$ cat src/rtl/bus_pkg.sv
`default_nettype none
// ============================================================================
// Module   : bus_pkg
// Brief    : Shared constants and types for the two-master bus arbiter:
//            address-region codes, arbiter state encoding and read-return tag.
// Revision : 1.0 - initial release
// ============================================================================
package bus_pkg;

  // Region codes taken from address bits [31:29]
  localparam logic [2:0] REGION_CODE  = 3'b000;
  localparam logic [2:0] REGION_BSMEM = 3'b001;
  localparam logic [2:0] REGION_UART  = 3'b010;

  // Hold counter saturation value (4-bit counter)
  localparam logic [3:0] HOLD_SAT = 4'd15;

  // Arbiter ownership state, explicitly encoded
  typedef enum logic [1:0] {
    ST_IDLE = 2'd0,
    ST_OWN0 = 2'd1,
    ST_OWN1 = 2'd2
  } state_e;

  // Captured on acceptance; steers the read return one cycle later
  typedef struct packed {
    logic       is_read;
    logic       master;
    logic [2:0] region;
  } rd_tag_t;

endpackage
`default_nettype wire

$ cat src/rtl/bus_region_dec.sv
`default_nettype none
// ============================================================================
// Module   : bus_region_dec
// Brief    : Combinational region code -> one-hot slave select decode.
//            Unmapped regions decode to all zeros.
// Revision : 1.0 - initial release
// ============================================================================
module bus_region_dec
  import bus_pkg::*;
(
  input  logic [2:0] i_region,
  output logic [2:0] o_sel
);

  // One-hot decode of the three mapped regions
  always_comb begin
    o_sel = 3'b000;
    case (i_region)
      REGION_CODE:  o_sel = 3'b001;
      REGION_BSMEM: o_sel = 3'b010;
      REGION_UART:  o_sel = 3'b100;
      default:      o_sel = 3'b000;
    endcase
  end

endmodule
`default_nettype wire

$ cat src/rtl/bus_arbiter.sv
`default_nettype none
// ============================================================================
// Module   : bus_arbiter
// Brief    : Two-master (cpu m0 / dma m1) single-slave bus arbiter with
//            combinational grant, hold-count fairness, lock support, region
//            decode and one-cycle registered read return.
//            Optional macro BUS_ARB_ROUND_ROBIN_EN: an IDLE tie goes to the
//            master not served last (otherwise an IDLE tie always goes to m0).
// Revision : 1.0 - initial release
// ============================================================================
module bus_arbiter
  import bus_pkg::*;
#(
  parameter int unsigned HOLD_MAX = 4
)(
  input  logic        clk_i,
  input  logic        rstn_i,
  input  logic        m0_enable_i,
  input  logic [3:0]  m0_wstrb_i,
  input  logic [31:0] m0_addr_i,
  input  logic [31:0] m0_wvalue_i,
  input  logic        m0_lock_i,
  output logic        m0_ready_o,
  output logic [31:0] m0_rvalue_o,
  output logic        m0_rvalid_o,
  input  logic        m1_enable_i,
  input  logic [3:0]  m1_wstrb_i,
  input  logic [31:0] m1_addr_i,
  input  logic [31:0] m1_wvalue_i,
  input  logic        m1_lock_i,
  output logic        m1_ready_o,
  output logic [31:0] m1_rvalue_o,
  output logic        m1_rvalid_o,
  output logic        s_enable_o,
  output logic [3:0]  s_wstrb_o,
  output logic [31:0] s_addr_o,
  output logic [31:0] s_wvalue_o,
  output logic [31:0] s_addr_prev_o,
  output logic [2:0]  s_sel_o,
  input  logic [31:0] s0_rvalue_i,
  input  logic [31:0] s1_rvalue_i,
  input  logic [31:0] s2_rvalue_i
);

  localparam logic [3:0] HOLD_LIM = 4'(HOLD_MAX);

  state_e      r_state;
  state_e      w_state_nxt;
  logic [3:0]  r_hold;
  logic        r_lock;
  rd_tag_t     r_tag;
  logic [31:0] r_addr_prev;
`ifdef BUS_ARB_ROUND_ROBIN_EN
  logic        r_last;
`endif

  logic        w_req0;
  logic        w_req1;
  logic        w_gnt0;
  logic        w_gnt1;
  logic        w_acc;
  logic        w_hold_ok;
  logic [2:0]  w_sel;
  logic [31:0] w_rdata;

  // Requests are ignored while reset is asserted so no grant leaks out
  assign w_req0    = m0_enable_i & rstn_i;
  assign w_req1    = m1_enable_i & rstn_i;
  assign w_hold_ok = r_lock || (r_hold < HOLD_LIM);
  assign w_acc     = w_gnt0 | w_gnt1;

  // State register
  always_ff @(posedge clk_i or negedge rstn_i) begin
    if (!rstn_i) r_state <= ST_IDLE;
    else         r_state <= w_state_nxt;
  end

  // Next state: the master accepted this cycle becomes the owner
  always_comb begin
    w_state_nxt = ST_IDLE;
    if (w_gnt0)      w_state_nxt = ST_OWN0;
    else if (w_gnt1) w_state_nxt = ST_OWN1;
  end

  // Grant decision: single requester wins at once; contention resolved by owner/lock/hold
  always_comb begin
    w_gnt0 = 1'b0;
    w_gnt1 = 1'b0;
    if (w_req0 && w_req1) begin
      case (r_state)
        ST_OWN0: begin
          w_gnt0 = w_hold_ok;
          w_gnt1 = ~w_hold_ok;
        end
        ST_OWN1: begin
          w_gnt1 = w_hold_ok;
          w_gnt0 = ~w_hold_ok;
        end
        default: begin
`ifdef BUS_ARB_ROUND_ROBIN_EN
          w_gnt0 = r_last;
          w_gnt1 = ~r_last;
`else
          w_gnt0 = 1'b1;
`endif
        end
      endcase
    end else begin
      w_gnt0 = w_req0;
      w_gnt1 = w_req1;
    end
  end

  // Slave-side forwarding; m0 is presented whenever m1 is not granted
  assign s_enable_o = w_acc;
  assign s_addr_o   = w_gnt1 ? m1_addr_i   : m0_addr_i;
  assign s_wstrb_o  = w_gnt1 ? m1_wstrb_i  : m0_wstrb_i;
  assign s_wvalue_o = w_gnt1 ? m1_wvalue_i : m0_wvalue_i;
  assign m0_ready_o = w_gnt0;
  assign m1_ready_o = w_gnt1;

  bus_region_dec u_dec (
    .i_region (s_addr_o[31:29]),
    .o_sel    (w_sel)
  );

  assign s_sel_o = w_acc ? w_sel : 3'b000;

  // Hold counter and lock flag track consecutive accepted cycles of the owner
  always_ff @(posedge clk_i or negedge rstn_i) begin
    if (!rstn_i) begin
      r_hold <= 4'd0;
      r_lock <= 1'b0;
    end else if (w_gnt0) begin
      r_hold <= (r_state != ST_OWN0) ? 4'd1 : (r_hold == HOLD_SAT) ? r_hold : r_hold + 4'd1;
      r_lock <= m0_lock_i;
    end else if (w_gnt1) begin
      r_hold <= (r_state != ST_OWN1) ? 4'd1 : (r_hold == HOLD_SAT) ? r_hold : r_hold + 4'd1;
      r_lock <= m1_lock_i;
    end else begin
      r_hold <= 4'd0;
      r_lock <= 1'b0;
    end
  end

`ifdef BUS_ARB_ROUND_ROBIN_EN
  // Remember which master was served most recently for IDLE tie-breaks
  always_ff @(posedge clk_i or negedge rstn_i) begin
    if (!rstn_i)    r_last <= 1'b0;
    else if (w_acc) r_last <= w_gnt1;
  end
`endif

  // Read tag capture and slave address history
  always_ff @(posedge clk_i or negedge rstn_i) begin
    if (!rstn_i) begin
      r_tag       <= '0;
      r_addr_prev <= 32'd0;
    end else begin
      r_tag.is_read <= w_acc && (s_wstrb_o == 4'b0000);
      r_tag.master  <= w_gnt1;
      r_tag.region  <= s_addr_o[31:29];
      r_addr_prev   <= s_addr_o;
    end
  end

  assign s_addr_prev_o = r_addr_prev;

  // Read data select by the tagged region; unmapped regions return zero
  always_comb begin
    w_rdata = 32'd0;
    case (r_tag.region)
      REGION_CODE:  w_rdata = s0_rvalue_i;
      REGION_BSMEM: w_rdata = s1_rvalue_i;
      REGION_UART:  w_rdata = s2_rvalue_i;
      default:      w_rdata = 32'd0;
    endcase
  end

  assign m0_rvalid_o = r_tag.is_read & ~r_tag.master;
  assign m1_rvalid_o = r_tag.is_read &  r_tag.master;
  assign m0_rvalue_o = m0_rvalid_o ? w_rdata : 32'd0;
  assign m1_rvalue_o = m1_rvalid_o ? w_rdata : 32'd0;

endmodule
`default_nettype wire

$ cat config.mk
export PLATFORM = sky130hd
export DESIGN_NAME = bus_arbiter
export DESIGN_NICKNAME = d
export VERILOG_FILES = /design/src/rtl/bus_pkg.sv /design/src/rtl/bus_region_dec.sv /design/src/rtl/bus_arbiter.sv
export SDC_FILE = /design/constraint.sdc
export NUM_CORES = 1
export LEC_CHECK = 0
export BUFFER_PORTS_ARGS = -buffer_cell sky130_fd_sc_hd__buf_2
export CAP_MARGIN = 5
export CORE_AREA = 4 4 155 157
export CTS_BUF_LIST = sky130_fd_sc_hd__clkbuf_4 sky130_fd_sc_hd__clkbuf_8 sky130_fd_sc_hd__clkbuf_16
export DETAILED_ROUTE_END_ITERATION = 8
export DIE_AREA = 0 0 159 161
export SYNTH_ARGS = -nofsm -noshare
export SYNTH_HDL_FRONTEND = slang
export SYNTH_SLANG_ARGS = --single-unit
$ cat constraint.sdc
create_clock -name clk_i -period 2.92 [get_ports clk_i]
set_input_delay 0.146 -clock clk_i [delete_from_list [all_inputs] [get_ports clk_i]]
set_output_delay 0.146 -clock clk_i [all_outputs]
set_load 0.05 [all_outputs]
==> run metrics, run 1 <==
Int Pwr=1.41 mW; Tot Pwr=2.44 mW; synthesized instance count=398; max-slew violations=0; Routed wire per std cell=18.5 um; GRT Overall Usage=0.146; register area share after synthesis=0.283; area grow syn2layout=71.3%; Clock Pin Slew Worst Setup and Hold Paths=0.08 ns; Avg Cell Area, Syn=9.10 um^2; H-Tree Level Count=2; Adder-Cell Fraction of Synth Area=0.0104; unrepaired setup endpoints after global routing=no; die area=25600 um^2; pin count of the biggest net entering global routing=40; CTS Root Cell=clkbuf_16; Net count, final=1036; status=complete, no violations; share of cells above drive strength 1=0.672; worst min path class=in -> reg; Distinct cells, synth=38; cell with the most instances after synthesis=nor2_1; Synth async-reset ratio=1.00; Num CTS Buffers=5; clk_skew=0.0156 ns; area share of the largest cell type after synthesis=0.283; CTS tree=built; Cell Rows=55; Worst Path Class, Setup=reg -> out; post-synthesis instance area=3620 um^2; Worst path top cell family by delay=simple AND/OR/NAND/NOR gates; Worst-Margin Slew=1.03 ns; EDFF count, synth=0; clock sinks=41; Synth Area in XOR/XNOR=0.00242; Setup Viol. Count Final=0; combinational share of power=0.475; Yosys reg bits=41; Max FO, Critical Path=25; Net Sw Power=1.03 mW; Commonest cells post-synth=69 x nor2_1, 49 x mux2_2, 41 x dfrtp_1, 37 x mux2i_1, 37 x nand2_1; Bufs and invs on worst path=3; Synth Area in Compound Gates=0.107; WP data required=2.77 ns; initial antenna violation count=4; total wire length=20.1 mm; post-synthesis mux area share=0.328; Starting Density=0.161; post-route ant nets=0; Max Root-Sink Buffers=2; insertion delay to the later sink of the worst-skew pair=0.29 ns; Post-Syn Nets=639; hpwl dp=17.3 mm; endpoints failing hold=0; worst path arrival time=2.61 ns; initial DRC count=204; dominant synthesized flop cell=dfrtp_1; gpl congestion=0.962; simple-gate share of the synthesized area=0.208; via count=4523; DIE HEIGHT=161 um; sw frac=0.422; nature of the critical path startpoint=flip-flop; Die Wd=159 um; Reg power frac=0.255; Remaining DRCs=0; Final period util=0.943; fmax=0.363 GHz; P_leak=3.37 nW; core area=22500 um^2; Max Cap Viol=0; YS warnings=0; PwrDens=393 nW/um^2; DRT Pass-1 Iters=7; Final min period=2.75 ns; critical path cell sequence=inv_1 -> ha_1 -> nand2b_1 -> o221ai_4 -> and2_4 -> buf_4 -> mux2_2 -> buf_2; vias in the first global route=4748; Worst Setup End Kind=primary output; Synth area leader=dfrtp_1; vias per cell=4.18; Final TNS setup=0 ns; global route total overflow=0; CP peak stage delay=0.43 ns; Port Buffers=409; io pins=410; synth top area cells=dfrtp_1 28%, mux2_2 15%, mux2i_1 10%; first-pass GRT wire length=29.4 mm; Slew Limit Headroom=0.314; Clk pwr share=0.270; main combinational cell family by area after synthesis=multiplexers; Max IR drop VDD=0.232 mV; Worst path slowest cell=and2_4
==> path summary, 6_finish.rpt <==
kind	startpoint	endpoint	slack (ns)	depth (start not counted)
worst max-delay path	r_state[1]$_DFF_PN0_	s_wvalue_o[13]	0.17	8
worst min-delay path	m0_addr_i[22]	s_addr_prev_o[22]$_DFF_PN0_	0.1	2
worst max register to register	r_state[1]$_DFF_PN0_	s_addr_prev_o[0]$_DFF_PN0_	0.70	7
worst min register to register	r_hold[1]$_DFF_PN0_	r_hold[1]$_DFF_PN0_	0.59	2
max in group asynchronous	rstn_i	s_addr_prev_o[1]$_DFF_PN0_	1.90	3
min in group asynchronous	rstn_i	r_lock$_DFF_PN0_	0.24	2
==> power groups by stage <==
stage / registers, mW / logic (mW) / clock network [mW]
2_1_floorplan: 0.748 / 0.642 / 0
3_3_place_gp: 0.633 / 1.16 / 0
3_5_place_dp: 0.634 / 1.16 / 0
4_1_cts: 0.623 / 1.17 / 0.694
5_1_grt: 0.627 / 1.22 / 0.717
6_report: 0.622 / 1.16 / 0.659
==> sequential cells by signal (all words and copies together), names as in the netlist <==
register / count
r_lock: 1
r_hold: 4
s_addr_prev_o: 32
r_state: 2
r_tag: 2
==> metal layers <==
| layer | routed length (um) | track usage | up-vias |
|---|---|---|---|
| met5 | 35 | 0 | - |
| met2 | 9830 | 0.259 | 294 |
| met4 | 474 | 0.0343 | 6 |
| li1 | - | - | 2145 |
| met3 | 2120 | 0.0503 | 28 |
| met1 | 7610 | 0.169 | 2050 |
==> cells in the final DEF (no fill, tap or decap), types with 6 or more instances in the layout <==
cell type	synthesis	routed
buf_4	3	10
nand2_1	37	37
inv_1	7	7
a21o_1	32	32
dfrtp_1	41	40
mux2i_1	37	37
mux2_2	49	49
or2_2	33	33
nor2_1	69	69
buf_2	5	406
buf_12	0	6
mux2_4	14	14
==> stage by stage <==
step	util	cell area, um^2	hold slack [ns]	std cells	setup slack, ns
2_1_floorplan	-	3620	-0.150	398	0.382
3_3_place_gp	0.267	6010	-0.00765	1072	0.491
3_5_place_dp	0.267	6010	-0.00894	1072	0.468
4_1_cts	0.275	6200	0.0872	1081	0.149
5_1_grt	0.275	6200	0.0911	1082	0.00584
6_report	0.276	6200	0.0996	1083	0.167
==> logic make-up after synthesis <==
| family | after synthesis |
|---|---|
| AO/OA/AOI/OAI | 46 |
| AND/OR/NAND/NOR | 162 |
| XOR/XNOR | 1 |
| buffers and inverters | 40 |
| adder cells (fa/ha/maj) | 3 |
| flip-flops | 41 |
| multiplexers | 105 |
==> cell type report <==
class | instances | area, um^2
fill | 2437 | 16300
sequential | 41 | 1030
timing repair buffer | 423 | 2240
inverter | 7 | 26.3
multi-input combinational | 317 | 2380
tap | 285 | 357
antenna | 2 | 5.00
clock buffer | 5 | 125
clock inverter | 3 | 46.3
==> timing repair <==
action / CTS / global route
endpoints found under the hold margin: 3 / 0
resized for setup: 0 / 0
hold buffers: 1 / 0
setup buffers: 0 / 0
No activity file was read; power rests on OpenSTA's default activity.
==> inputs of run 2 (changes only) <==
--- a/config.mk
+++ b/config.mk
@@ -7,10 +7,10 @@
 export LEC_CHECK = 0
 export BUFFER_PORTS_ARGS = -buffer_cell sky130_fd_sc_hd__buf_2
 export CAP_MARGIN = 5
-export CORE_AREA = 4 4 155 157
+export CORE_AREA = 4 4 159 161
 export CTS_BUF_LIST = sky130_fd_sc_hd__clkbuf_4 sky130_fd_sc_hd__clkbuf_8 sky130_fd_sc_hd__clkbuf_16
 export DETAILED_ROUTE_END_ITERATION = 8
-export DIE_AREA = 0 0 159 161
+export DIE_AREA = 0 0 163 165
 export SYNTH_ARGS = -nofsm -noshare
 export SYNTH_HDL_FRONTEND = slang
 export SYNTH_SLANG_ARGS = --single-unit
==> constraint.sdc (replaced) <==
create_clock -name clk_i -period 2.75 [get_ports clk_i]
set_input_delay 0.1375 -clock clk_i [delete_from_list [all_inputs] [get_ports clk_i]]
set_output_delay 0.1375 -clock clk_i [all_outputs]
set_load 0.05 [all_outputs]
==> run metrics, run 2 (synthesized netlist as in run 1, its figures left out) <==
Max IR drop VDD=0.256 mV (was 0.232 mV); CTS tree=built (unchanged); post-route ant nets=0 (unchanged); fmax=0.384 GHz; P_leak=3.37 nW (about the same); cell mode on critical path=inv_1; CTS Root Cell=clkbuf_16 (unchanged); PwrDens=418 nW/um^2 (was 393 nW/um^2); commonest non-fill, non-tap cell in the layout=buf_2 (unchanged); post-route insts no fill=1117 (was 1083); initial DRC count=124 (was 204); Max Root-Sink Buffers=2 (unchanged); Bufs and invs on worst path=4 (was 3); endpoints failing hold=0 (unchanged); number of flip-flops in the largest register=32 (unchanged); Worst path top cell family by delay=buffers and inverters (was simple AND/OR/NAND/NOR gates); Remaining DRCs=0 (unchanged); Final min period=2.61 ns; Final period util=0.948; worst min path class=in -> reg (unchanged); ANT cells=0 (was 2); area grow syn2layout=73.1% (was 71.3%); vias in the first global route=4493 (was 4748); Max Cap Viol=0 (unchanged); Die Wd=163 um (was 159 um); vias per cell=4.06 (was 4.18); fillers=2623 (was 2437); via count=4535 (was 4523); pin count of the biggest net entering global routing=40 (unchanged); clock sinks=41 (unchanged); Net count, final=1033 (was 1036); Setup Viol. Count Final=0 (unchanged); io pins=410 (unchanged); dpl cells=1108 (was 1072); H-Tree Level Count=2 (unchanged); global route total overflow=0 (unchanged); share of cells above drive strength 1=0.671 (was 0.672); max-slew violations=0 (unchanged); Hold Path End=r_lock$_DFF_PN0_ (was s_addr_prev_o[22]$_DFF_PN0_); Port Buffers=409 (unchanged); die area=26900 um^2 (was 25600 um^2); DRT Pass-1 Iters=4 (was 7); total wire length=20.4 mm (was 20.1 mm); Cell Rows=57 (was 55); most frequent cells in the layout=403 x buf_2, 69 x nor2_1, 49 x mux2_2 (was 406 x buf_2, 69 x nor2_1, 49 x mux2_2); Max FO, Critical Path=39 (was 25); Clock Pin Slew Worst Setup and Hold Paths=0.07 ns (was 0.08 ns); Worst-Margin Slew=0.539 ns (was 1.03 ns); Reg-to-Reg Start=r_state[0]$_DFF_PN0_ (was r_state[1]$_DFF_PN0_); reg-to-reg setup timing slack=0.71 ns (was 0.70 ns); clk_skew=0.00829 ns (was 0.0156 ns); hpwl dp=17.6 mm (was 17.3 mm); critical path cell sequence=inv_1 -> ha_1 -> inv_1 -> o221ai_4 -> and2_4 -> buf_12 -> mux2_1 -> buf_2 (was inv_1 -> ha_1 -> nand2b_1 -> o221ai_4 -> and2_4 -> buf_4 -> mux2_2 -> buf_2); Hold Buf Count CTS=1 (unchanged); status=complete, no violations (unchanged); Worst Path Class, Setup=reg -> out (unchanged); Worst Setup End Kind=primary output (unchanged); worst path arrival time=2.47 ns (was 2.61 ns); insertion delay to the later sink of the worst-skew pair=0.29 ns (about the same); Routed wire per std cell=18.3 um (was 18.5 um); Starting Density=0.151 (was 0.161); Final TNS setup=0 ns (unchanged); DIE HEIGHT=165 um (was 161 um); initial antenna violation count=2 (was 4); Worst path slowest cell=mux2_1 (was and2_4); nature of the critical path startpoint=flip-flop (unchanged); CP peak stage delay=0.41 ns (was 0.43 ns); GRT Overall Usage=0.137 (was 0.146); first-pass GRT wire length=27.8 mm (was 29.4 mm); Tot Pwr=2.62 mW (was 2.44 mW); Worst Reg-to-Reg Cells=7 (unchanged); Post-CTS Resized=0 (unchanged); Num CTS Buffers=5 (unchanged); Slew Limit Headroom=0.641 (was 0.314); unrepaired setup endpoints after global routing=no (unchanged); Hold Crit Start=m0_lock_i (was m0_addr_i[22]); Hold Path Cell Cnt=3 (was 2); gpl congestion=0.846 (was 0.962); Setup Buffers After CTS=0 (unchanged); r2r endpoint=s_addr_prev_o[14]$_DFF_PN0_ (was s_addr_prev_o[0]$_DFF_PN0_); core area=24000 um^2 (was 22500 um^2); WP data required=2.61 ns (was 2.77 ns)
run 2: area by class of cell:
cell class	count	area (um^2)	share of cell area
inverter	7	26.3	0.00419
tap	324	405	0.0647
multi-input combinational	317	2380	0.379
clock inverter	3	46.3	0.00739
clock buffer	5	125	0.0200
timing repair buffer	420	2260	0.361
sequential	41	1030	0.164
run 2: power breakdown:
part	leakage (nW)	switching (mW)	internal, mW
Combinational	2.80	0.811	0.431
Sequential	0.492	0.0180	0.645
Clock	0.0800	0.284	0.431
Total	3.37	1.11	1.51
run 2: worst register-to-register path, delay by kind of cell, from the launching register on:
family          cells  cell delay [ns]
mux                 1             0.44
buf+inv             3             0.39
flops               1             0.38
compound gates      1             0.29
simple gates        1             0.23
fa+ha+maj           1             0.21
run 2: worst max path at each step:
stage	startpoint	end	depth (start not counted)
2_1_floorplan	r_state[0]$_DFF_PN0_	s_sel_o[0]	7
3_3_place_gp	r_state[1]$_DFF_PN0_	s_wvalue_o[9]	8
3_5_place_dp	r_state[1]$_DFF_PN0_	s_wvalue_o[9]	8
4_1_cts	r_state[1]$_DFF_PN0_	s_wvalue_o[9]	8
5_1_grt	r_state[1]$_DFF_PN0_	s_wvalue_o[9]	8
6_report	r_state[0]$_DFF_PN0_	s_wvalue_o[18]	8
run 2: layer usage:
metal  global-route usage  part of all wire  vias up
li1                     -                 -     2142
met1                0.149              0.37     2108
met2                0.257              0.51      267
met3               0.0467              0.10       18
met4               0.0316             0.019        0
met5                    0                 0        -
run 2: per-stage QoR:
step	util	cell area [um^2]	hold slack [ns]	worst slack, ns
2_1_floorplan	-	3620	-0.158	0.221
3_3_place_gp	0.254	6090	-0.0293	0.468
3_5_place_dp	0.254	6090	-0.0265	0.452
4_1_cts	0.262	6270	0.0614	0.119
5_1_grt	0.262	6270	0.0643	0.0243
6_report	0.262	6270	0.0732	0.144
==> inputs of run 3 (changes only) <==
--- a/config.mk
+++ b/config.mk
@@ -11,6 +11,7 @@
 export CTS_BUF_LIST = sky130_fd_sc_hd__clkbuf_4 sky130_fd_sc_hd__clkbuf_8 sky130_fd_sc_hd__clkbuf_16
 export DETAILED_ROUTE_END_ITERATION = 8
 export DIE_AREA = 0 0 163 165
+export PLACE_DENSITY = 0.5
 export SYNTH_ARGS = -nofsm -noshare
 export SYNTH_HDL_FRONTEND = slang
 export SYNTH_SLANG_ARGS = --single-unit
==> run metrics, run 3 (synthesized netlist as in run 1, its figures left out) <==
max-slew violations=0 (unchanged); total wire length=19.9 mm (was 20.4 mm); vias per cell=3.98 (was 4.06); insertion delay to the later sink of the worst-skew pair=0.28 ns (was 0.29 ns); Reg-to-Reg Start=r_state[0]$_DFF_PN0_ (unchanged); Max Cap Viol=0 (unchanged); GRT Overall Usage=0.131 (was 0.137); global route total overflow=0 (unchanged); Int Pwr=1.52 mW (was 1.51 mW); Worst Reg-to-Reg Cells=7 (unchanged); H-Tree Level Count=2 (unchanged); DIE HEIGHT=165 um (unchanged); Final period util=0.931 (was 0.948); pin count of the biggest net entering global routing=34 (was 40); io pins=410 (unchanged); FF+latch area=1030 um^2 (unchanged); Final min period=2.56 ns (was 2.61 ns); Clock Pin Slew Worst Setup and Hold Paths=0.06 ns (was 0.07 ns); Remaining DRCs=0 (unchanged); Final TNS setup=0 ns (unchanged); sw frac=0.413 (was 0.425); r2r endpoint=s_addr_prev_o[1]$_DFF_PN0_ (was s_addr_prev_o[14]$_DFF_PN0_); status=complete, no violations (unchanged); P_leak=3.44 nW (was 3.37 nW); Hold Crit Start=m0_lock_i (unchanged); worst path arrival time=2.42 ns (was 2.47 ns); die area=26900 um^2 (unchanged); via count=4502 (was 4535); fmax=0.391 GHz (was 0.384 GHz); Max Root-Sink Buffers=2 (unchanged); endpoints failing hold=0 (unchanged); most frequent cells in the layout=402 x buf_2, 69 x nor2_1, 49 x mux2_2 (was 403 x buf_2, 69 x nor2_1, 49 x mux2_2); reg-to-reg setup timing slack=0.79 ns (was 0.71 ns); clk_skew=0.00619 ns (was 0.00829 ns); Cell Rows=57 (unchanged); Hold Path Cell Cnt=3 (unchanged); Hold Path End=r_lock$_DFF_PN0_ (unchanged); Port Buffers=409 (unchanged); CTS tree=built (unchanged); fillers=2667 (was 2623); post-route ant nets=0 (unchanged); Clk pwr share=0.259 (was 0.273); Num CTS Buffers=5 (unchanged); nature of the critical path startpoint=primary input (was flip-flop); clock sinks=41 (unchanged); CTS Root Cell=clkbuf_16 (unchanged); initial DRC count=128 (was 124); unrepaired setup endpoints after global routing=no (unchanged); Setup Viol. Count Final=0 (unchanged); share of cells above drive strength 1=0.677 (was 0.671); worst min path class=in -> reg (unchanged); first-pass GRT wire length=26.9 mm (was 27.8 mm); Die Wd=163 um (unchanged); gpl congestion=0.870 (was 0.846); core area=24000 um^2 (unchanged); Max FO, Critical Path=33 (was 39); Starting Density=0.151 (unchanged); Slew Limit Headroom=0.664 (was 0.641); commonest non-fill, non-tap cell in the layout=buf_2 (unchanged); initial antenna violation count=4 (was 2); hpwl dp=17.0 mm (was 17.6 mm); dpl cell area=6110 um^2 (was 6090 um^2); Routed wire per std cell=17.6 um (was 18.3 um); vias in the first global route=4479 (was 4493); Net Sw Power=1.07 mW (was 1.11 mW); Net count, final=1047 (was 1033); PwrDens=405 nW/um^2 (was 418 nW/um^2); area grow syn2layout=76.1% (was 73.1%); Max IR drop VDD=0.240 mV (was 0.256 mV); Worst-Margin Slew=0.504 ns (was 0.539 ns); Reg power frac=0.259 (was 0.253); Worst Setup End Kind=primary output (unchanged); Final Hold Slack=0.0877 ns (was 0.0732 ns); Multi-input gate area=2380 um^2 (about the same); DRT Pass-1 Iters=4 (unchanged); Worst Path Class, Setup=in -> out (was reg -> out); final core occ=0.266 (was 0.262); fin area=6380 um^2 (was 6270 um^2); WP data required=2.61 ns (about the same); number of flip-flops in the largest register=32 (unchanged); combinational share of power=0.482 (was 0.474)
## run 3: cell count changes in the layout (fill, tap and decap cells not counted), sizes merged
cell    before  now
diode        0    1
buf        419  431
and2         4    5
clkbuf       5    6
## run 3: power groups by stage
stage | Sequential [mW] | Clock [mW] | Combinational [mW]
after floorplan | 0.794 | 0 | 0.681
after global placement | 0.680 | 0 | 1.24
after detailed placement | 0.681 | 0 | 1.24
after CTS | 0.669 | 0.687 | 1.25
after global routing | 0.674 | 0.718 | 1.32
final | 0.669 | 0.669 | 1.25
## run 3: cell type report
| cell class | instances | share of cell area |
|---|---|---|
| Antenna cell | 1 | 0.000392 |
| Clock buffer | 5 | 0.0196 |
| Clock inverter | 3 | 0.00726 |
| Inverter | 7 | 0.00412 |
| Multi-Input combinational cell | 318 | 0.374 |
| Sequential cell | 41 | 0.161 |
| Tap cell | 324 | 0.0636 |
| Timing Repair Buffer | 433 | 0.370 |
## run 3: worst max-delay path by stage
stage | from | slack (ns) | depth (start not counted) | endpoint
2_1_floorplan | r_state[0]$_DFF_PN0_ | 0.22 | 7 | s_sel_o[0]
3_3_place_gp | r_state[1]$_DFF_PN0_ | 0.40 | 8 | s_wvalue_o[31]
3_5_place_dp | r_state[1]$_DFF_PN0_ | 0.34 | 8 | s_wvalue_o[31]
4_1_cts | r_state[1]$_DFF_PN0_ | 0.04 | 8 | s_wvalue_o[31]
5_1_grt | rstn_i | 0.06 | 7 | s_wvalue_o[0]
6_report | rstn_i | 0.19 | 7 | s_wvalue_o[4]
## run 3: metrics by stage
step / instances / setup WS (ns) / power (mW)
after global routing: 1131 / 0.0558 / 2.71
after CTS: 1120 / 0.0357 / 2.61
after global placement: 1111 / 0.398 / 1.92
after floorplan: 398 / 0.221 / 1.48
final: 1132 / 0.190 / 2.59
after detailed placement: 1111 / 0.345 / 1.92
## run 3: worst max-delay path: stages
cell and delay [ns]:
dlygate4sd3_1 0.52, clkbuf_4 0.24, and2_1 0.37, and2_4 0.30
buf_12 0.24, mux2_2 0.37, buf_2 0.22
## run 3: timing repair
item | in CTS | in global routing
endpoints found under the setup margin | 0 | 57
hold buffers | 1 | 0
gates resized for setup | 0 | 1
endpoints found under the hold margin | 8 | 0
buffers inserted | 0 | 10
## run 3: metal layers
metal / GRT usage / vias up / share of wire
li1: - / 2173 / -
met1: 0.149 / 2041 / 0.39
met2: 0.235 / 260 / 0.49
met3: 0.0424 / 24 / 0.090
met4: 0.0381 / 4 / 0.026
met5: 0 / - / 0.0014
